==> config.mk <==
export PLATFORM = sky130hd
export DESIGN_NAME = eject_engine
export DESIGN_NICKNAME = d
export VERILOG_FILES = /design/src/rtl/router_pkg.sv /design/src/rtl/eject_cmp.sv /design/src/rtl/eject_engine.sv
export SDC_FILE = /design/constraint.sdc
export NUM_CORES = 1
export LEC_CHECK = 0
export BUFFER_PORTS_ARGS = -buffer_cell sky130_fd_sc_hd__buf_4
export CORE_ASPECT_RATIO = 0.7
export CORE_MARGIN = 3
export CORE_UTILIZATION = 49
export DETAILED_ROUTE_END_ITERATION = 12
export PLACE_DENSITY = 0.85
export SYNTH_ARGS = -nofsm -noshare
export SYNTH_HDL_FRONTEND = slang
export SYNTH_SLANG_ARGS = --single-unit
==> constraint.sdc <==
create_clock -name clk -period 1.05 [get_ports clk]
set_clock_uncertainty 0.05 [all_clocks]
set_input_delay 0.0525 -clock clk [delete_from_list [all_inputs] [get_ports clk]]
set_output_delay 0.0525 -clock clk [all_outputs]
set_load 0.02 [all_outputs]
==> src/rtl/router_pkg.sv <==
// rtl/router_pkg.sv - flit field map, port codes and flit type shared by the router stages
`timescale 1ns/1ps
package router_pkg;

    localparam int FLIT_W   = 32;

    // Flit field offsets; bits [31:20] are payload and are never interpreted here
    localparam int GOLD_B   = 0;
    localparam int EJ_B     = 1;
    localparam int INP_LSB  = 2;
    localparam int INP_MSB  = 3;
    localparam int OUTP_LSB = 4;
    localparam int OUTP_MSB = 6;
    localparam int SRC_LSB  = 7;
    localparam int SRC_MSB  = 10;
    localparam int DST_LSB  = 11;
    localparam int DST_MSB  = 14;
    localparam int SEQ_LSB  = 15;
    localparam int SEQ_MSB  = 19;
    localparam int SEQ_W    = SEQ_MSB - SEQ_LSB + 1;

    // Output port codes; 101-111 are undefined and behave as non-local
    localparam logic [2:0] P_N     = 3'b000;
    localparam logic [2:0] P_E     = 3'b001;
    localparam logic [2:0] P_S     = 3'b010;
    localparam logic [2:0] P_W     = 3'b011;
    localparam logic [2:0] P_LOCAL = 3'b100;

    typedef logic [FLIT_W-1:0] flit_t;

    // A flit asks for the local port only with the exact LOCAL code
    function automatic logic wants_local(flit_t f);
        return f[OUTP_MSB:OUTP_LSB] == P_LOCAL;
    endfunction

    function automatic logic [SEQ_W-1:0] seq_of(flit_t f);
        return f[SEQ_MSB:SEQ_LSB];
    endfunction

endpackage

==> src/rtl/eject_cmp.sv <==
// rtl/eject_cmp.sv - two-way ejection priority compare (golden, then lowest sequence, then higher slot)
`timescale 1ns/1ps
module eject_cmp
    import router_pkg::*;
(
    input  logic             a_req,
    input  logic             a_gold,
    input  logic [SEQ_W-1:0] a_seq,
    input  logic [1:0]       a_idx,
    input  logic             b_req,
    input  logic             b_gold,
    input  logic [SEQ_W-1:0] b_seq,
    input  logic [1:0]       b_idx,
    output logic             o_req,
    output logic             o_gold,
    output logic [SEQ_W-1:0] o_seq,
    output logic [1:0]       o_idx
);

    logic pick_b;

    // Decide which tuple is stronger; the ordering is total, so a tree of these is consistent
    always_comb begin
        pick_b = 1'b0;
        if (!a_req) begin
            pick_b = 1'b1;
        end else if (!b_req) begin
            pick_b = 1'b0;
        end else if (a_gold != b_gold) begin
            pick_b = b_gold;
        end else if (a_gold && (a_seq != b_seq)) begin
            pick_b = (b_seq < a_seq);
        end else begin
            pick_b = (b_idx > a_idx);
        end
    end

    // Forward the chosen tuple
    always_comb begin
        o_req  = pick_b ? b_req  : a_req;
        o_gold = pick_b ? b_gold : a_gold;
        o_seq  = pick_b ? b_seq  : a_seq;
        o_idx  = pick_b ? b_idx  : a_idx;
    end

endmodule

==> src/rtl/eject_engine.sv <==
// rtl/eject_engine.sv - deflection-router ejection stage: pick one local-bound flit, mark it, register all slots
`timescale 1ns/1ps
module eject_engine
    import router_pkg::*;
(
    input  logic        clk,
    input  logic        rst_n,
    input  logic [31:0] in_0,
    input  logic [31:0] in_1,
    input  logic [31:0] in_2,
    input  logic [31:0] in_3,
    output logic [31:0] outN,
    output logic [31:0] outE,
    output logic [31:0] outS,
    output logic [31:0] outW,
    output logic [31:0] eject_flit,
    output logic        eject_valid
);

    flit_t            in_s [4];
    logic [3:0]       req;
    logic [3:0]       gold;

    logic             lo_req,  hi_req,  win_req;
    logic             lo_gold, hi_gold, win_gold;
    logic [SEQ_W-1:0] lo_seq,  hi_seq,  win_seq;
    logic [1:0]       lo_idx,  hi_idx,  win_idx;

    logic [3:0]       win_oh;
    flit_t            slot_d [4];
    flit_t            slot_q [4];
    flit_t            eject_flit_d, eject_flit_q;
    logic             eject_valid_d, eject_valid_q;

    assign in_s[0] = in_0;
    assign in_s[1] = in_1;
    assign in_s[2] = in_2;
    assign in_s[3] = in_3;

    // Per-slot request and golden flags; an incoming ejected mark plays no part
    always_comb begin
        for (int i = 0; i < 4; i++) begin
            req[i]  = wants_local(in_s[i]);
            gold[i] = in_s[i][GOLD_B];
        end
    end

    eject_cmp u_cmp_ne (
        .a_req  (req[0]),  .a_gold (gold[0]), .a_seq (seq_of(in_s[0])), .a_idx (2'd0),
        .b_req  (req[1]),  .b_gold (gold[1]), .b_seq (seq_of(in_s[1])), .b_idx (2'd1),
        .o_req  (lo_req),  .o_gold (lo_gold), .o_seq (lo_seq),           .o_idx (lo_idx)
    );

    eject_cmp u_cmp_sw (
        .a_req  (req[2]),  .a_gold (gold[2]), .a_seq (seq_of(in_s[2])), .a_idx (2'd2),
        .b_req  (req[3]),  .b_gold (gold[3]), .b_seq (seq_of(in_s[3])), .b_idx (2'd3),
        .o_req  (hi_req),  .o_gold (hi_gold), .o_seq (hi_seq),           .o_idx (hi_idx)
    );

    eject_cmp u_cmp_fin (
        .a_req  (lo_req),  .a_gold (lo_gold), .a_seq (lo_seq),  .a_idx (lo_idx),
        .b_req  (hi_req),  .b_gold (hi_gold), .b_seq (hi_seq),  .b_idx (hi_idx),
        .o_req  (win_req), .o_gold (win_gold), .o_seq (win_seq), .o_idx (win_idx)
    );

    // Build the one-hot winner and the next slot / eject values; only bit EJ_B is rewritten
    always_comb begin
        win_oh = 4'b0000;
        if (win_req) begin
            win_oh[win_idx] = 1'b1;
        end
        for (int i = 0; i < 4; i++) begin
            slot_d[i]       = in_s[i];
            slot_d[i][EJ_B] = win_oh[i];
        end
        eject_valid_d = win_req;
        eject_flit_d  = win_req ? slot_d[win_idx] : '0;
    end

    // Single pipeline register for all outputs; reset clears everything immediately
    always_ff @(posedge clk or negedge rst_n) begin
        if (!rst_n) begin
            for (int i = 0; i < 4; i++) begin
                slot_q[i] <= '0;
            end
            eject_flit_q  <= '0;
            eject_valid_q <= 1'b0;
        end else begin
            for (int i = 0; i < 4; i++) begin
                slot_q[i] <= slot_d[i];
            end
            eject_flit_q  <= eject_flit_d;
            eject_valid_q <= eject_valid_d;
        end
    end

    assign outN        = slot_q[0];
    assign outE        = slot_q[1];
    assign outS        = slot_q[2];
    assign outW        = slot_q[3];
    assign eject_flit  = eject_flit_q;
    assign eject_valid = eject_valid_q;

    // win_gold and win_seq only steer the tree; they are not needed past the root
    logic unused_ok;
    assign unused_ok = win_gold ^ (^win_seq);

endmodule

==> results of run 1 <==
-- Yosys cell counts (all sizes together) (4+ instances only) --
library cell	n
nor3	5
buf	14
a21oi	11
a311oi	22
dfrtp	160
a2111oi	4
inv	15
a21boi	24
and2	5
o21ai	8
nor2	10
clkbuf	12
nand2	53
a221oi	5
ha	15
a211oi	25
-- per-stage QoR --
| stage | cells | setup slack (ns) | cell area, µm² | hold slack [ns] | setup TNS, ns |
|---|---|---|---|---|---|
| 3_5_place_dp | 904 | -2.34 | 8590 | -0.164 | -71.00 |
| 3_3_place_gp | 904 | -2.21 | 8590 | -0.166 | -67.77 |
| 2_1_floorplan | 421 | -2.10 | 5830 | -0.293 | -64.34 |
-- cell families after synthesis --
kind of cell / count (synthesis)
AO/OA/AOI/OAI: 111
adder cells (fa/ha/maj): 15
buffers and inverters: 41
flip-flops: 160
multiplexers: 4
other: 1
AND/OR/NAND/NOR: 88
==> reports/metrics.cfg, run 1 <==
[die]
die_w_um = 135
fp.dieH_um = 96.1
rows = 32
boundaryPins = 291
start_util_pct = 50.9

[clocking]
cts_resized = 111
cts_setup_buffers = 9
numCtsBuffers = 17
ctsHoldBuffers = 127
h-tree-depth = 4
cts_sinks = 160
clock_path_buffers = 2
clock-root-buffer = clkbuf_16

[logic_synthesis]
synth_mux_area_share_pct = 0.792
synth.avg_cell_area_um2 = 13.5
synth-async-reset-ratio_pct = 100
ys_types = 45
syn-instance-count = 420
netlist_area_um2 = 5690
synth_top_family_by_area = compound AO/OA/AOI/OAI gates
ys.flop_type = dfrtp_1
synthXorXnorAreaFrac_pct = 0
synth-simple-area-share_pct = 7.26
yosys_register_bits = 160
synth_compound_area_share_pct = 15.0
ys_warn_count = 0
synth_top_area_cell = dfrtp_1
seq_area_frac_synth_pct = 70.4
synth_edf_count = 0
synthAdderAreaFrac_pct = 3.30
synth_top_cell_area_share_pct = 70.4
yosys-top-cells-area = dfrtp_1 70%, nand2_1 3.4%, a311oi_1 3.4%

[place]
place_congestion = 0.839
io_buffers = 286
dp_hpwl_mm = 14.3

[outcome]
status = stopped before the end
lastStage = 4_1_cts
error = [ERROR DPL-0033] detailed placement checks failed during check placement.

==> run 2: changes to the inputs <==
- CORE_ASPECT_RATIO: 0.7 -> not set
- CORE_UTILIZATION: 49 -> 40
- PLACE_DENSITY: 0.85 -> not set
- PLACE_DENSITY_LB_ADDON: not set -> 0.15
==> reports/metrics.cfg, run 2 <==
[routing]
drc = 0
viasPerCell = 5.27
num_vias = 5814
drt-met1-wl_mm = 8.74
highest-signal-layer = met4
ant_nets = 0
wire_per_inst_um = 22.9
routed-wl-met2_mm = 13.7
first_pass_iters = 5
routed_wl_mm = 25.2
drtIter0Drc = 419
dr_wl_met3_mm = 1.57

[final_layout]
final_common_cell = buf_4
n_antenna_cell = 0
area_growth_pct = 110
fillCellCount = 555
final_cell_count_no_fill = 1103
final_cell_mix = 181 x buf_4, 178 x buf_6, 160 x dfrtp_1, 127 x dlygate4sd3_1, 50 x nand2_1
drive_gt1_share_pct = 54.6
fin_nets = 1059

[logic_synthesis]
yosys_register_bits = 160  ; unchanged
synth-async-reset-ratio_pct = 100  ; unchanged
synth_top_cell_area_share_pct = 70.4  ; unchanged
synth_top_area_cell = dfrtp_1
yosys-top-cells-area = dfrtp_1 70%, nand2_1 3.4%, a311oi_1 3.4%
synth.avg_cell_area_um2 = 13.5  ; unchanged
ys_types = 45  ; unchanged
synth.most_common_cell = dfrtp_1
synth_common_cells = 160 x dfrtp_1, 52 x nand2_1, 25 x a211oi_1, 23 x a21boi_0, 22 x a311oi_1
synth_edf_count = 0  ; unchanged
seq_area_frac_synth_pct = 70.4  ; unchanged
ys.flop_type = dfrtp_1
ys_warn_count = 0  ; unchanged
netlist_area_um2 = 5690  ; unchanged
syn-instance-count = 420  ; unchanged

[sta]
finalSetupViolCount = 60
worst_slew_pin_slew_ns = 0.583
rsz0062_at_grt = true
slew-limit-headroom_pct = 60.8
max_freq_mhz = 346
setup_slack_ns = -1.84
period_needed_ns = 2.89
period_share_pct = 275
hold_viol_final = 0
slew_violations = 0

[global_routing]
antenna_found_initial = 0
gr-usage-all-layers_pct = 29.8
grt_pass1_wl_mm = 35.9
first_global_vias = 6418
grt_max_degree = 36
gr-total-overflow = 0

[worst_setup_path]
start_kind = input pin
path_class = in -> reg
crit_path_end_kind = register
cp.arrival_ns = 3.13
path_max_fanout = 13
crit_path_end = eject_flit[24]$_DFF_PN0_
critPathRequiredTime_ns = 1.29
startpoint = in_0[18]

[pwr]
ir_drop_mv = 1.04
p_leak_nw = 5.50
p_comb_share_pct = 24.6
power_density_nw_per_um2 = 1410
internal_power_mw = 12.1
total_power_mw = 16.9
switching_share_pct = 28.3
seqPwrFrac_pct = 40.1
netSwitchingPower_mw = 4.79
clkPwrFrac_pct = 35.3

[place]
io_buffers = 286  ; unchanged
dp_hpwl_mm = 13.9  ; -3.0%
place_congestion = 0.825  ; -1.7%
place_inst = 930  ; +2.9%
post-place-ws_ns = -2.32  ; +0.0229 ns

[clocking]
cts_sinks = 160  ; unchanged
numCtsBuffers = 17  ; unchanged
h-tree-depth = 4  ; unchanged
clock_path_buffers = 2  ; unchanged
tritoncts = done
clock-root-buffer = clkbuf_16
clk_pin_slew_worst_paths_ns = 0.06

[die]
die-area_um2 = 15700
fp.coreArea_um2 = 13600
start_util_pct = 42.0  ; -9.0 points
fp.dieH_um = 125  ; +30%
boundaryPins = 291  ; unchanged
die_w_um = 125  ; -7.1%
rows = 42  ; +31%

[run]
cap_viol_max_count = 0

[outcome]
failed_checks = negative setup slack
status = complete, but fails checks

[worst_hold_path]
worstHoldPathType = in -> reg

## run 2: cell counts after synthesis
No cell type changed its count.
## run 2: repair_timing
item	CTS	global route
cloned	3	2
hold buffers	127	0
endpoints found under the setup margin	130	193
pin swaps	39	29
buffers inserted	6	3
endpoints found under the hold margin	308	0
gates resized for setup	170	122
## run 2: cell families (layout without fill, tap and decap cells)
| kind of cell | after synthesis | count (layout) | share of synthesized area, % |
|---|---|---|---|
| DFF | 160 | 160 | 70.4 |
| and+or+nand+nor | 88 | 88 | 7.26 |
| adders and majority gates | 15 | 15 | 3.30 |
| muxes | 4 | 4 | 0.792 |
| buffers and inverters | 41 | 547 | 3.19 |
| AOI/OAI and AO/OA | 111 | 111 | 15.0 |
| other | 1 | 2 | 0.0659 |
## run 2: routing by layer
metal,GRT usage (%),vias to the layer above
met4,14.7,0
li1,-,2475
met1,31.7,2932
met3,7.25,80
met5,0,-
met2,55.0,327
## run 2: power groups by stage
stage / clock network [mW] / registers [mW] / logic (mW)
after floorplan: 0 / 7.26 / 0.657
after detailed placement: 0 / 6.77 / 2.83
after global placement: 0 / 6.76 / 2.78
after global routing: 6.33 / 6.79 / 4.34
after CTS: 5.94 / 6.71 / 3.65
final: 5.97 / 6.77 / 4.16
## run 2: through the flow
stage / hold WS, ns / instance area (µm²) / TNS (ns) / utilization [%]
floorplan: -0.293 / 5830 / -64.34 / -
global placement: -0.0748 / 8670 / -68.49 / 64.0
detailed placement: -0.0678 / 8670 / -70.20 / 64.0
CTS: 0.00975 / 11300 / -49.24 / 83.7
global route: 0.0433 / 12000 / -60.55 / 88.1
finish: 0.0413 / 12000 / -55.39 / 88.1
## run 2: cell type report
type | count | area (µm²) | area share [%]
Clock buffer | 20 | 457 | 3.82
Clock inverter | 12 | 110 | 0.921
Inverter | 15 | 81.3 | 0.681
Multi-Input combinational cell | 220 | 2150 | 18.0
Sequential cell | 160 | 4000 | 33.5
Tap cell | 176 | 220 | 1.84
Timing Repair Buffer | 500 | 4930 | 41.3
## run 2: worst min path at each step
stage | cells past startpoint | to | start
2_1_floorplan | 0 | eject_flit[0]$_DFF_PN0_ | rst_n
3_3_place_gp | 1 | outS[19]$_DFF_PN0_ | rst_n
3_5_place_dp | 1 | outS[19]$_DFF_PN0_ | rst_n
4_1_cts | 4 | eject_flit[0]$_DFF_PN0_ | in_2[0]
5_1_grt | 5 | eject_flit[18]$_DFF_PN0_ | in_0[18]
6_report | 5 | eject_flit[18]$_DFF_PN0_ | in_0[18]
## run 2: critical path: stages
cell	delay [ns]
buf_8	0.10
inv_4	0.05
ha_4	0.19
and3_4	0.16
and3_4	0.14
a211o_1	0.25
and2_4	0.17
buf_12	0.14
buf_6	0.11
nor2_1	0.09
a21oi_1	0.06
ha_1	0.36
nor2_2	0.08
a21oi_2	0.12
o31a_1	0.22
o21a_4	0.22
buf_12	0.20
a211oi_1	0.08
a311oi_1	0.33
Power figures use the tool's default switching activity.
